[src/rtl/vga_timing_stream_if.sv]
// rtl/vga_timing_stream_if.sv - show-ahead FIFO read port between the pixel source and the display engine
interface vga_timing_stream_if #(
  parameter int DATA_WIDTH = 24
);
  logic [DATA_WIDTH-1:0] pix_data;
  logic                  pix_valid;
  logic                  pix_ready;

  modport master (
    output pix_data,
    output pix_valid,
    input  pix_ready
  );

  modport slave (
    input  pix_data,
    input  pix_valid,
    output pix_ready
  );
endinterface

[src/rtl/vga_timing_stream.sv]
// rtl/vga_timing_stream.sv - parametrised VGA timing engine pulling pixels from a show-ahead FIFO
// Starts on a synchronised "FIFO primed" flag, flags underflow, and stops only at a frame boundary.
module vga_timing_stream #(
  parameter int HDISP      = 800,
  parameter int VDISP      = 480,
  parameter int HFP        = 40,
  parameter int HPULSE     = 48,
  parameter int HBP        = 40,
  parameter int VFP        = 13,
  parameter int VPULSE     = 3,
  parameter int VBP        = 29,
  parameter bit HS_POL     = 1'b0,
  parameter bit VS_POL     = 1'b0,
  parameter int DATA_WIDTH = 24,
  parameter logic [DATA_WIDTH-1:0] UNDERFLOW_COLOR = 24'hFF00FF,
  localparam int HBLANK    = HFP + HPULSE + HBP,
  localparam int VBLANK    = VFP + VPULSE + VBP,
  localparam int HTOTAL    = HDISP + HBLANK,
  localparam int VTOTAL    = VDISP + VBLANK,
  localparam int HW        = $clog2(HTOTAL),
  localparam int VW        = $clog2(VTOTAL)
) (
  input  logic                  pixel_clk,
  input  logic                  pixel_rst,
  input  logic                  enable,
  input  logic                  pix_start,
  vga_timing_stream_if.slave    pix,
  input  logic                  underflow_clr,
  output logic                  hs,
  output logic                  vs,
  output logic                  blank,
  output logic [DATA_WIDTH-1:0] rgb,
  output logic [HW-1:0]         x,
  output logic [VW-1:0]         y,
  output logic                  frame_start,
  output logic                  underflow,
  output logic [15:0]           underflow_count
);

  localparam logic [HW-1:0] H_LAST      = HW'(HTOTAL - 1);
  localparam logic [HW-1:0] H_SYNC_BEG  = HW'(HFP);
  localparam logic [HW-1:0] H_SYNC_END  = HW'(HFP + HPULSE);
  localparam logic [HW-1:0] H_ACT_BEG   = HW'(HBLANK);
  localparam logic [VW-1:0] V_LAST      = VW'(VTOTAL - 1);
  localparam logic [VW-1:0] V_SYNC_BEG  = VW'(VFP);
  localparam logic [VW-1:0] V_SYNC_END  = VW'(VFP + VPULSE);
  localparam logic [VW-1:0] V_ACT_BEG   = VW'(VBLANK);

  typedef enum logic [1:0] {
    ST_IDLE  = 2'd0,
    ST_RUN   = 2'd1,
    ST_DRAIN = 2'd2
  } state_e;

  state_e state_q, state_d;

  logic [HW-1:0] h_q, h_d;
  logic [VW-1:0] v_q, v_d;

  logic start_meta_q;
  logic start_s_q;

  logic                  hs_q;
  logic                  vs_q;
  logic                  blank_q;
  logic [DATA_WIDTH-1:0] rgb_q;
  logic [HW-1:0]         x_q;
  logic [VW-1:0]         y_q;
  logic                  frame_start_q;
  logic                  underflow_q;
  logic [15:0]           underflow_count_q;

  logic running;
  logic h_wrap;
  logic v_wrap;
  logic frame_end;
  logic active;
  logic hs_on;
  logic vs_on;
  logic underflow_now;

  // pix_start comes from the FIFO write domain
  always_ff @(posedge pixel_clk or posedge pixel_rst) begin
    if (pixel_rst) begin
      start_meta_q <= 1'b0;
      start_s_q    <= 1'b0;
    end else begin
      start_meta_q <= pix_start;
      start_s_q    <= start_meta_q;
    end
  end

  assign running       = (state_q != ST_IDLE);
  assign h_wrap        = (h_q == H_LAST);
  assign v_wrap        = (v_q == V_LAST);
  assign frame_end     = h_wrap && v_wrap;
  assign active        = running && (h_q >= H_ACT_BEG) && (v_q >= V_ACT_BEG);
  assign hs_on         = running && (h_q >= H_SYNC_BEG) && (h_q < H_SYNC_END);
  assign vs_on         = running && (v_q >= V_SYNC_BEG) && (v_q < V_SYNC_END);
  assign underflow_now = active && !pix.pix_valid;

  assign pix.pix_ready = active;

  always_ff @(posedge pixel_clk or posedge pixel_rst) begin
    if (pixel_rst) begin
      state_q <= ST_IDLE;
      h_q     <= '0;
      v_q     <= '0;
    end else begin
      state_q <= state_d;
      h_q     <= h_d;
      v_q     <= v_d;
    end
  end

  // Re-enabling while draining resumes without a gap; the frame keeps its phase
  always_comb begin
    state_d = state_q;
    h_d     = h_q;
    v_d     = v_q;
    unique case (state_q)
      ST_IDLE: begin
        if (enable && start_s_q) state_d = ST_RUN;
      end
      ST_RUN: begin
        if (!enable) state_d = ST_DRAIN;
      end
      ST_DRAIN: begin
        if (enable) begin
          state_d = ST_RUN;
        end else if (frame_end) begin
          state_d = ST_IDLE;
        end
      end
      default: state_d = ST_IDLE;
    endcase
    if (running) begin
      if (h_wrap) begin
        h_d = '0;
        v_d = v_wrap ? '0 : v_q + 1'b1;
      end else begin
        h_d = h_q + 1'b1;
      end
    end else begin
      h_d = '0;
      v_d = '0;
    end
  end

  always_ff @(posedge pixel_clk or posedge pixel_rst) begin
    if (pixel_rst) begin
      hs_q          <= ~HS_POL;
      vs_q          <= ~VS_POL;
      blank_q       <= 1'b0;
      rgb_q         <= '0;
      x_q           <= '0;
      y_q           <= '0;
      frame_start_q <= 1'b0;
    end else begin
      hs_q          <= hs_on ? HS_POL : ~HS_POL;
      vs_q          <= vs_on ? VS_POL : ~VS_POL;
      blank_q       <= active;
      rgb_q         <= active ? (pix.pix_valid ? pix.pix_data : UNDERFLOW_COLOR) : '0;
      x_q           <= active ? (h_q - H_ACT_BEG) : '0;
      y_q           <= active ? (v_q - V_ACT_BEG) : '0;
      frame_start_q <= running && (h_q == '0) && (v_q == '0);
    end
  end

  // A new underflow outranks a simultaneous clear; the count only resets with pixel_rst
  always_ff @(posedge pixel_clk or posedge pixel_rst) begin
    if (pixel_rst) begin
      underflow_q       <= 1'b0;
      underflow_count_q <= '0;
    end else begin
      if (underflow_now) begin
        underflow_q <= 1'b1;
      end else if (underflow_clr) begin
        underflow_q <= 1'b0;
      end
      if (underflow_now && (underflow_count_q != 16'hFFFF)) begin
        underflow_count_q <= underflow_count_q + 16'd1;
      end
    end
  end

  assign hs              = hs_q;
  assign vs              = vs_q;
  assign blank           = blank_q;
  assign rgb             = rgb_q;
  assign x               = x_q;
  assign y               = y_q;
  assign frame_start     = frame_start_q;
  assign underflow       = underflow_q;
  assign underflow_count = underflow_count_q;

endmodule
[src/flat_wrapper.sv]
// flat-port wrapper written by rule: the top's interface ports become plain ports
module vga_timing_stream_flat 
#(
  parameter int HDISP      = 800,
  parameter int VDISP      = 480,
  parameter int HFP        = 40,
  parameter int HPULSE     = 48,
  parameter int HBP        = 40,
  parameter int VFP        = 13,
  parameter int VPULSE     = 3,
  parameter int VBP        = 29,
  parameter bit HS_POL     = 1'b0,
  parameter bit VS_POL     = 1'b0,
  parameter int DATA_WIDTH = 24,
  parameter logic [DATA_WIDTH-1:0] UNDERFLOW_COLOR = 24'hFF00FF,
  localparam int HBLANK    = HFP + HPULSE + HBP,
  localparam int VBLANK    = VFP + VPULSE + VBP,
  localparam int HTOTAL    = HDISP + HBLANK,
  localparam int VTOTAL    = VDISP + VBLANK,
  localparam int HW        = $clog2(HTOTAL),
  localparam int VW        = $clog2(VTOTAL)
)
  (pixel_clk, pixel_rst, enable, pix_start, underflow_clr, hs, vs, blank, rgb, x, y, frame_start, underflow, underflow_count, pix_pix_data, pix_pix_valid, pix_pix_ready);
  vga_timing_stream_if #(.DATA_WIDTH(DATA_WIDTH)) pix_i ();
  input  logic pixel_clk;
  input  logic pixel_rst;
  input  logic enable;
  input  logic pix_start;
  input  logic underflow_clr;
  output logic hs;
  output logic vs;
  output logic blank;
  output logic [DATA_WIDTH-1:0] rgb;
  output logic [HW-1:0] x;
  output logic [VW-1:0] y;
  output logic frame_start;
  output logic underflow;
  output logic [15:0] underflow_count;
  input wire logic [$bits(pix_i.pix_data)-1:0] pix_pix_data;
  input wire logic [$bits(pix_i.pix_valid)-1:0] pix_pix_valid;
  output wire logic [$bits(pix_i.pix_ready)-1:0] pix_pix_ready;
  assign pix_i.pix_data = pix_pix_data;
  assign pix_i.pix_valid = pix_pix_valid;
  assign pix_pix_ready = pix_i.pix_ready;
  vga_timing_stream #(.HDISP(HDISP), .VDISP(VDISP), .HFP(HFP), .HPULSE(HPULSE), .HBP(HBP), .VFP(VFP), .VPULSE(VPULSE), .VBP(VBP), .HS_POL(HS_POL), .VS_POL(VS_POL), .DATA_WIDTH(DATA_WIDTH), .UNDERFLOW_COLOR(UNDERFLOW_COLOR)) u_core (.pixel_clk(pixel_clk), .pixel_rst(pixel_rst), .enable(enable), .pix_start(pix_start), .pix(pix_i), .underflow_clr(underflow_clr), .hs(hs), .vs(vs), .blank(blank), .rgb(rgb), .x(x), .y(y), .frame_start(frame_start), .underflow(underflow), .underflow_count(underflow_count));
endmodule
[config.mk]
export PLATFORM = sky130hd
export DESIGN_NAME = vga_timing_stream_flat
export DESIGN_NICKNAME = d
export VERILOG_FILES = /design/src/rtl/vga_timing_stream_if.sv /design/src/rtl/vga_timing_stream.sv /design/src/flat_wrapper.sv
export SDC_FILE = /design/constraint.sdc
export NUM_CORES = 1
export LEC_CHECK = 0
export CELL_PAD_IN_SITES_DETAIL_PLACEMENT = 0
export CELL_PAD_IN_SITES_GLOBAL_PLACEMENT = 1
export CORE_MARGIN = 2
export CORE_UTILIZATION = 35
export DETAILED_ROUTE_END_ITERATION = 7
export PLACE_DENSITY = 0.81
export SLEW_MARGIN = 20
export SYNTH_ARGS = -nofsm -noshare
export SYNTH_HDL_FRONTEND = slang
export SYNTH_SLANG_ARGS = --single-unit
[constraint.sdc]
create_clock -name pixel_clk -period 3.2 [get_ports pixel_clk]
set_clock_uncertainty 0.15 [all_clocks]
set_input_delay 0.8 -clock pixel_clk [delete_from_list [all_inputs] [get_ports pixel_clk]]
set_output_delay 0.8 -clock pixel_clk [all_outputs]
set_load 0.005 [all_outputs]
==> results_dict.tcl, run 1 <==
set metrics [dict create \
    path_class "flop to primary output" \
    p_leak_nw 2.42 \
    nets 481 \
    max_slew.worst_pin.slew_ns 0.800 \
    pin_count 96 \
    critPathArrivalTime_ns 2.03 \
    ant_nets 0 \
    vias 2891 \
    min_period_ns 2.98 \
    layout_common_cells "94 x clkdlybuf4s50_1, 87 x dfrtp_1, 37 x nor2_1" \
    port_buffers 95 \
    critPathRequiredTime_ns 2.25 \
    cts_setup_buffers 0 \
    crit_path_start_kind "flop" \
    drc 0 \
    seq_area_um2 2230 \
    cts_tree "built" \
    grt_pass1_wl_um 14000 \
    drt_iter0_markers 235 \
    clockBufferDepth 2 \
    start_util_pct 35.9 \
    ys_warn_count 0 \
    dp_hpwl_um 6010 \
    ff2ff_setup_slack_ns 0.67 \
    grt_max_degree 90 \
    syn_nets 381 \
    fillCellCount 980 \
    htreeDepth 3 \
    period_share_pct 93.0 \
    hold_viol 0 \
    powerDensity_nw_per_um2 411 \
    drive_gt1_share_pct 11.4 \
    synth_cell_types 47 \
    tns_ns 0 \
    antenna_found_initial 0 \
    max_freq_mhz 336 \
    ys_ff_latch 89 \
    slowest_stage "or4_1" \
    grt_setup_unrepaired "false" \
    synth_ff_type "dfrtp_1" \
    grt_pass1_vias 2932 \
    fp-row-count 38 \
    hold_buffers 0 \
    drtPass1Iterations 4 \
    cts_inserted_buffers 9 \
    relSlewSlack_pct 46.2 \
    die_y_um 109 \
    cp_cell_sequence "or4_1, a311o_1, o2111ai_2, inv_2, clkbuf_2" \
    finalMaxSlewViolations 0 \
    async_reset_ff_share_pct 100 \
    clock_sinks 89 \
    syn_avg_cell_area_um2 11.4 \
    setup_viol 0 \
    peakVddDrop_mv 0.224 \
    netlist_area_um2 3890 \
    cp-end-kind "primary output" \
    status "finished, final reports clean" \
    dieArea_um2 12000 \
    multi_input_area_um2 1550 \
    grtUsageTotal_pct 14.9 \
    crit_family "simple AND/OR/NAND/NOR gates" \
    grt.overflow.total 0 \
    hp-start "u_core.start_meta_q" \
    power_w 0.00216 \
    crit_path_max_incr_delay_ns 0.61 \
    synth_seq_area_share_pct 57.3 \
    root_buffer "clkbuf_8" \
    syn_inst 341 \
    clk_pin_slew_worst_paths_ns 0.09 \
    drt-vias-per-instance 4.93 \
    wl_um 8610 \
    path_buf_inv 2 \
    drv_cap 0 \
    dieWidth_um 109 \
    crit_start "u_core.v_q[9]" \
    gp_congestion 0.760 \
    syn2layout_area_growth_pct 35.3 \
    antennaDiodeCount 0 \
    cp_max_fo 4 \
    hp-class "flop to flop" \
    reg2reg_from "u_core.v_q[9]" \
    clock_latency_ns 0.36 \
    final_common_cell "clkdlybuf4s50_1" \
    synth_edf_count 0 \
    core_um2 10800 \
    routedWlPerCell_um 14.7 \
]
[cells by family (layout without fill, tap and decap cells)]
| logic type | Yosys count | in the layout | share of synthesized area (%) |
|---|---|---|---|
| fa+ha+maj | 10 | 10 | 3.21 |
| mux | 2 | 2 | 0.546 |
| compound gates | 41 | 41 | 7.52 |
| xor+xnor | 36 | 36 | 8.10 |
| buf+inv | 29 | 134 | 3.25 |
| flops | 89 | 89 | 57.3 |
| simple gates | 134 | 134 | 20.1 |
[stage by stage]
stage	setup slack [ns]	util, %	std cells	hold WS [ns]	instance area, um2
3_5_place_dp	0.132	46.5	570	0.186	5040
6_report	0.223	48.6	586	0.204	5270
5_1_grt	0.104	48.6	586	0.216	5270
4_1_cts	0.0322	48.6	586	0.208	5270
2_1_floorplan	0.522	-	341	0.181	3900
3_3_place_gp	0.151	46.5	570	0.185	5040
[state kept, by name, summed over array words and instances (netlist names)]
signal / count
u_core.blank: 1
u_core.frame_start: 1
u_core.h_q: 10
u_core.hs: 1
u_core.rgb: 24
u_core.start_meta_q: 1
u_core.start_s_q: 1
u_core.state_q: 2
u_core.underflow: 1
u_core.underflow_count: 16
u_core.v_q: 10
u_core.vs: 1
u_core.x: 10
u_core.y: 10
[final cells by class]
type                            count  area share (%)
Clock buffer                        9            2.35
Timing Repair Buffer              106            19.8
Sequential cell                    89            42.3
Clock inverter                      7            1.90
Tap cell                          140            3.33
Inverter                           12           0.926
Multi-Input combinational cell    223            29.4
[what timing repair did]
| item | in CTS | in global routing |
|---|---|---|
| pin swaps | 2 | 2 |
| endpoints found under the setup margin | 1 | 1 |
| resized for setup | 3 | 2 |
| cloned | 0 | 0 |
[cell usage after synthesis, drive strengths merged, types with 2 or more instances]
library cell	instances	area share (%)
xor2	27	6.1
buf	7	1.1
clkbuf	10	0.96
and3	14	2.2
dfrtp	87	56
nand2	15	1.4
or3	5	0.80
inv	11	1.1
a21oi	8	1.0
o31ai	3	0.84
or4	2	0.48
nor3	9	1.3
nand3	11	1.4
nor4	11	3.5
and4	2	0.45
nand2b	2	0.32
nand4	11	1.8
nand3b	3	0.58
or2	3	0.48
o21ai	7	0.90
nor2	37	3.6
dfstp	2	1.4
and2	6	0.96
xnor2	9	2.0
ha	10	3.2
o21a	16	3.1
[power by group]
group | switching (W) | internal [W] | total (W)
logic | 0.0000781 | 0.0000676 | 0.000146
clock network | 0.000412 | 0.000448 | 0.000860
registers | 0.0000180 | 0.00114 | 0.00116
[worst reg2reg max path: stages (launching register included)]
cell,delay [ns]
dfrtp_1,0.43
or4_1,0.61
a311o_1,0.36
o2111ai_2,0.09
inv_2,0.06
buf_4,0.22
nand2b_1,0.16
mux2_2,0.35
[path summary, 6_finish.rpt]
path                                             end  depth (start not counted)
min in group asynchronous                u_core.x[2]                          3
max in group asynchronous                  u_core.vs                          3
max                                    pix_pix_ready                          5
max reg2reg                u_core.underflow_count[1]                          7
min                                 u_core.start_s_q                          0
min reg2reg                         u_core.start_s_q                          0
[metal layers]
| layer | track usage [%] | vias to the layer above | wire [um] |
|---|---|---|---|
| met1 | 18.7 | 1426 | 3790 |
| li1 | - | 1364 | - |
| met2 | 25.2 | 90 | 4180 |
| met3 | 3.91 | 11 | 523 |
| met4 | 4.43 | 0 | 108 |
| met5 | 0 | - | 0 |
Note: power is estimated with default switching activity, not from simulation.
==> inputs of run 2 (changes only) <==
- clock period: 3.2 -> 2.68 ns (I/O delays scaled with it)
==> run 2 against run 1 <==
Compared with the run above: the run now ends with negative setup slack left; first-iteration DRC count shrank 16%; non-clock buffer count is 25 higher; power up 17%; combinational power increased by 39%; die area stayed put; setup slack worse by 0.39 ns; core utilization grew 1.9 points; clock-buffer cell count grew 3; hold slack better by 0.0069 ns; design area rose by 3.8%; largest power group unchanged.
==> results_dict.tcl, run 2 (same netlist as run 1, synthesis figures left out) <==
set metrics [dict create \
    status "complete, but fails checks" \
    violations "negative setup slack" \
    hp-start "u_core.start_meta_q" \
    dieWidth_um 109 \
    p_clk_share_pct 37.6 \
    max_freq_mhz 352 \
    final_common_cell "clkdlybuf4s50_1" \
    start_util_pct 35.9 \
    nets 506 \
    grt_pass1_wl_um 14600 \
    grtUsageTotal_pct 15.9 \
    drtPass1Iterations 4 \
    largest_reg_flops 24 \
    p_int_w 0.00194 \
    dp_hpwl_um 6510 \
    p_leak_nw 2.55 \
    cp_cell_sequence "inv_2, ha_4, or4b_4, o31ai_4, o2111ai_2, inv_2, buf_6" \
    clk_pin_slew_worst_paths_ns 0.09 \
    setup_slack_ns -0.163 \
    grt_setup_unrepaired "true" \
    wl_um 8970 \
    gp_congestion 0.811 \
    grt_pass1_vias 2990 \
    hold_viol 0 \
    setup_viol 1 \
    grt.overflow.total 0 \
    crit_path_start_kind "flop" \
    fp-row-count 38 \
    hp-class "flop to flop" \
    cts_inserted_buffers 9 \
    pin_count 96 \
    crit_start "u_core.h_q[8]" \
    cp_max_fo 2 \
    critPathArrivalTime_ns 2.02 \
    vias 2945 \
    clock_sinks 89 \
    sw_frac_of_total_pct 23.2 \
    multi_input_area_um2 1560 \
    p_sw_w 0.000587 \
    die_y_um 109 \
    period_share_pct 106 \
    grt_max_degree 35 \
    dieArea_um2 12000 \
    drc 0 \
    seqPwrFrac_pct 54.4 \
    core_um2 10800 \
    drv_cap 0 \
    clockBufferDepth 2 \
    slowest_stage "or4b_4" \
    clock_latency_ns 0.36 \
    antenna_found_initial 0 \
    ant_nets 0 \
    antennaDiodeCount 0 \
    root_buffer "clkbuf_8" \
    relSlewSlack_pct 58.4 \
    crit_path_max_incr_delay_ns 0.47 \
    syn2layout_area_growth_pct 40.5 \
    fillCellCount 985 \
    layout_common_cells "94 x clkdlybuf4s50_1, 87 x dfrtp_1, 37 x nor2_1" \
    critPathRequiredTime_ns 1.86 \
    powerDensity_nw_per_um2 462 \
    drt-vias-per-instance 4.82 \
    port_buffers 95 \
    routedWlPerCell_um 14.7 \
    path_class "flop to primary output" \
    reg2reg_from "u_core.h_q[8]" \
    cp-end-kind "primary output" \
    seq_area_um2 2230 \
    drt_iter0_markers 197 \
    cts_tree "built" \
    holdWs_ns 0.211 \
    drive_gt1_share_pct 16.3 \
    cp_common_cell "inv_2" \
    p_comb_share_pct 8.0 \
    htreeDepth 3 \
    power_w 0.00253 \
    finalMaxSlewViolations 0 \
    min_period_ns 2.84 \
    peakVddDrop_mv 0.253 \
    max_slew.worst_pin.slew_ns 0.623 \
]
## run 2: cell type report
| type | count | share of cell area (%) |
|---|---|---|
| inverter | 12 | 0.892 |
| tap | 140 | 3.20 |
| clock buffer | 12 | 2.84 |
| timing repair buffer | 131 | 22.8 |
| multi-input combinational | 223 | 28.6 |
| sequential | 89 | 40.8 |
| clock inverter | 4 | 0.938 |
## run 2: critical path, delay by kind of cell, from the launching register on
kind | cells | cell delay (ns)
flip-flops | 1 | 0.40
AND/OR/NAND/NOR | 1 | 0.47
buffers and inverters | 3 | 0.30
AO/OA/AOI/OAI | 2 | 0.39
adder cells (fa/ha/maj) | 1 | 0.12
## run 2: final timing paths
path                                        endpoint  slack (ns)  cells after the start
max                                    pix_pix_ready       -0.16                      7
min                                 u_core.start_s_q        0.21                      0
max reg2reg                u_core.underflow_count[1]        0.14                      9
min reg2reg                         u_core.start_s_q        0.21                      0
max in group asynchronous                  u_core.vs        1.17                      3
min in group asynchronous              u_core.h_q[0]        0.59                      2
## run 2: per-stage QoR
step,setup TNS [ns],setup slack [ns],utilization (%),area [um2],std cells
4_1_cts,-0.203,-0.203,50.4,5460,610
3_3_place_gp,-0.237,-0.237,48.1,5210,592
6_report,-0.163,-0.163,50.5,5470,611
5_1_grt,-0.237,-0.237,50.5,5470,611
2_1_floorplan,0,0.132,-,3900,341
3_5_place_dp,-0.284,-0.284,48.1,5210,592
## run 2: timing repair
action,CTS,global route
pin swaps,2,2
setup endpoints to repair,1,2
buffers inserted,2,1
resized for setup,10,0
hold buffers,0,0
## run 2: metal layers
layer  vias to the layer above  track usage [%]  wire [um]
met5                         -                0          0
met4                         0             7.05        150
met3                        12             2.90        423
met2                        74             27.0       4490
met1                      1439             19.6       3910
li1                       1420                -          -
## run 2: power by group through the flow
stage | clock network, W | logic [W] | registers (W)
floorplan | 0 | 0.0000864 | 0.00140
global placement | 0 | 0.000204 | 0.00140
detailed placement | 0 | 0.000206 | 0.00140
CTS | 0.000972 | 0.000207 | 0.00137
global route | 0.00104 | 0.000229 | 0.00138
finish | 0.000949 | 0.000203 | 0.00137
==> inputs of run 3 (changes only) <==
- CORE_UTILIZATION: 35 -> 36
- CTS_BUF_LIST: unset -> sky130_fd_sc_hd__clkbuf_4
- CTS_CLUSTER_SIZE: unset -> 20
- PLACE_DENSITY: 0.81 -> 0.82
==> run 3 against run 2 <==
Compared with the run above: the run still ends with negative setup slack left; power decreased by 7.9%; sequential cell count unchanged; design area decreased by 1.7%; die area decreased by 2.7%; core utilization increased by 1.2 points; cell count decreased by 0.98%; sequential share of layout area increased by 0.70 points; critical endpoint unchanged.
==> results_dict.tcl, run 3 (same netlist as run 1, synthesis figures left out) <==
set metrics [dict create \
    status "complete, but fails checks" \
    violations "negative setup slack" \
    dieWidth_um 108 \
    antenna_found_initial 0 \
    routedWlPerCell_um 14.3 \
    drive_gt1_share_pct 16.2 \
    powerDensity_nw_per_um2 433 \
    die_y_um 108 \
    clockBufferDepth 2 \
    max_slew.worst_pin.slew_ns 0.501 \
    p_leak_nw 2.50 \
    crit_path_start_kind "flop" \
    setup_viol 1 \
    syn2layout_area_growth_pct 38.1 \
    holdWs_ns 0.224 \
    grt_pass1_wl_um 14100 \
    cp-end-kind "primary output" \
    start_util_pct 37.4 \
    relSlewSlack_pct 66.5 \
    peakVddDrop_mv 0.229 \
    cp_max_fo 2 \
    nets 504 \
    gp_congestion 0.797 \
    hp-class "flop to flop" \
    dp_slack_ns -0.170 \
    cts_tree "built" \
    cts_inserted_buffers 9 \
    wl_um 8620 \
    clk_pin_slew_worst_paths_ns 0.14 \
    critPathArrivalTime_ns 2.07 \
    final_common_cell "clkdlybuf4s50_1" \
    fillCellCount 933 \
    setup_slack_ns -0.211 \
    crit_path_max_incr_delay_ns 0.56 \
    root_buffer "clkbuf_4" \
    dp_hpwl_um 6270 \
    hold_viol 0 \
    grt_max_degree 82 \
    drtPass1Iterations 4 \
    pin_count 96 \
    critPathRequiredTime_ns 1.86 \
    clock_latency_ns 0.44 \
    max_freq_mhz 346 \
    cp_cell_sequence "or4_4, a311o_1, o2111ai_2, inv_2, buf_6" \
    drv_cap 0 \
    htreeDepth 3 \
    antennaDiodeCount 0 \
    clock_sinks 89 \
    fp-row-count 37 \
    drt-vias-per-instance 4.84 \
    path_class "flop to primary output" \
    grtUsageTotal_pct 15.6 \
    ant_nets 0 \
    grt.overflow.total 0 \
    slowest_stage "or4_4" \
    crit_family "simple AND/OR/NAND/NOR gates" \
    layout_common_cells "94 x clkdlybuf4s50_1, 87 x dfrtp_1, 37 x nor2_1" \
    port_buffers 95 \
    drt_iter0_markers 110 \
    core_um2 10400 \
    power_w 0.00233 \
    utilization_pct 51.6 \
    largest_reg_flops 24 \
    grt_setup_unrepaired "true" \
    dieArea_um2 11700 \
    hold_buffers 0 \
    grt_pass1_vias 2877 \
    period_share_pct 108 \
    vias 2931 \
    min_period_ns 2.89 \
    drc 0 \
    path_buf_inv 2 \
    finalMaxSlewViolations 0 \
]
## run 3: cell count changes in the layout (fill, tap and decap cells not counted), sizes merged
cell    before  now
buf         37   35
clkbuf      12   10
clkinv       3    4
inv         10   11
## run 3: per-layer routing
metal	global-route usage [%]	up-vias	part of all wire, %	wire length [um]
met5	0	-	0	0
met4	5.77	0	1.9	168
met2	26.1	70	50	4340
met3	3.50	15	4.4	383
li1	-	1419	-	-
met1	19.8	1427	43	3730
## run 3: cell type report
class / count / area [um2] / share of cell area (%)
multi-input combinational: 223 / 1570 / 29.1
tap: 136 / 170 / 3.16
timing repair buffer: 129 / 1220 / 22.7
clock buffer: 10 / 75.1 / 1.40
sequential: 89 / 2230 / 41.5
inverter: 12 / 48.8 / 0.908
clock inverter: 6 / 67.6 / 1.26
## run 3: final timing paths
check                                            end  slack, ns  cells after the start                 from
min in group asynchronous                u_core.y[4]       0.33                      2            pixel_rst
hold reg to reg                     u_core.start_s_q       0.22                      0  u_core.start_meta_q
hold / removal                      u_core.start_s_q       0.22                      0  u_core.start_meta_q
max in group asynchronous                  u_core.hs       1.35                      3            pixel_rst
setup / recovery                       pix_pix_ready      -0.21                      5        u_core.v_q[9]
setup reg to reg           u_core.underflow_count[1]       0.21                      7        u_core.v_q[9]
## run 3: metrics by stage
| step | setup TNS [ns] | instance area [um2] | cells |
|---|---|---|---|
| 6_report | -0.211 | 5380 | 605 |
| 4_1_cts | -0.268 | 5360 | 605 |
| 3_3_place_gp | -0.166 | 5200 | 588 |
| 2_1_floorplan | 0 | 3900 | 341 |
| 5_1_grt | -0.290 | 5380 | 605 |
| 3_5_place_dp | -0.170 | 5200 | 588 |
## run 3: power breakdown
group | switching [W] | total (W) | internal [W]
clock | 0.000456 | 0.000755 | 0.000299
combinational | 0.000104 | 0.000199 | 0.0000949
sequential | 0.0000129 | 0.00137 | 0.00136
## run 3: repair_timing
item / CTS / global route
resized for setup: 8 / 3
pin swaps: 2 / 1
endpoints found under the setup margin: 1 / 1
endpoints found under the hold margin: 0 / 0
buffers inserted: 1 / 0
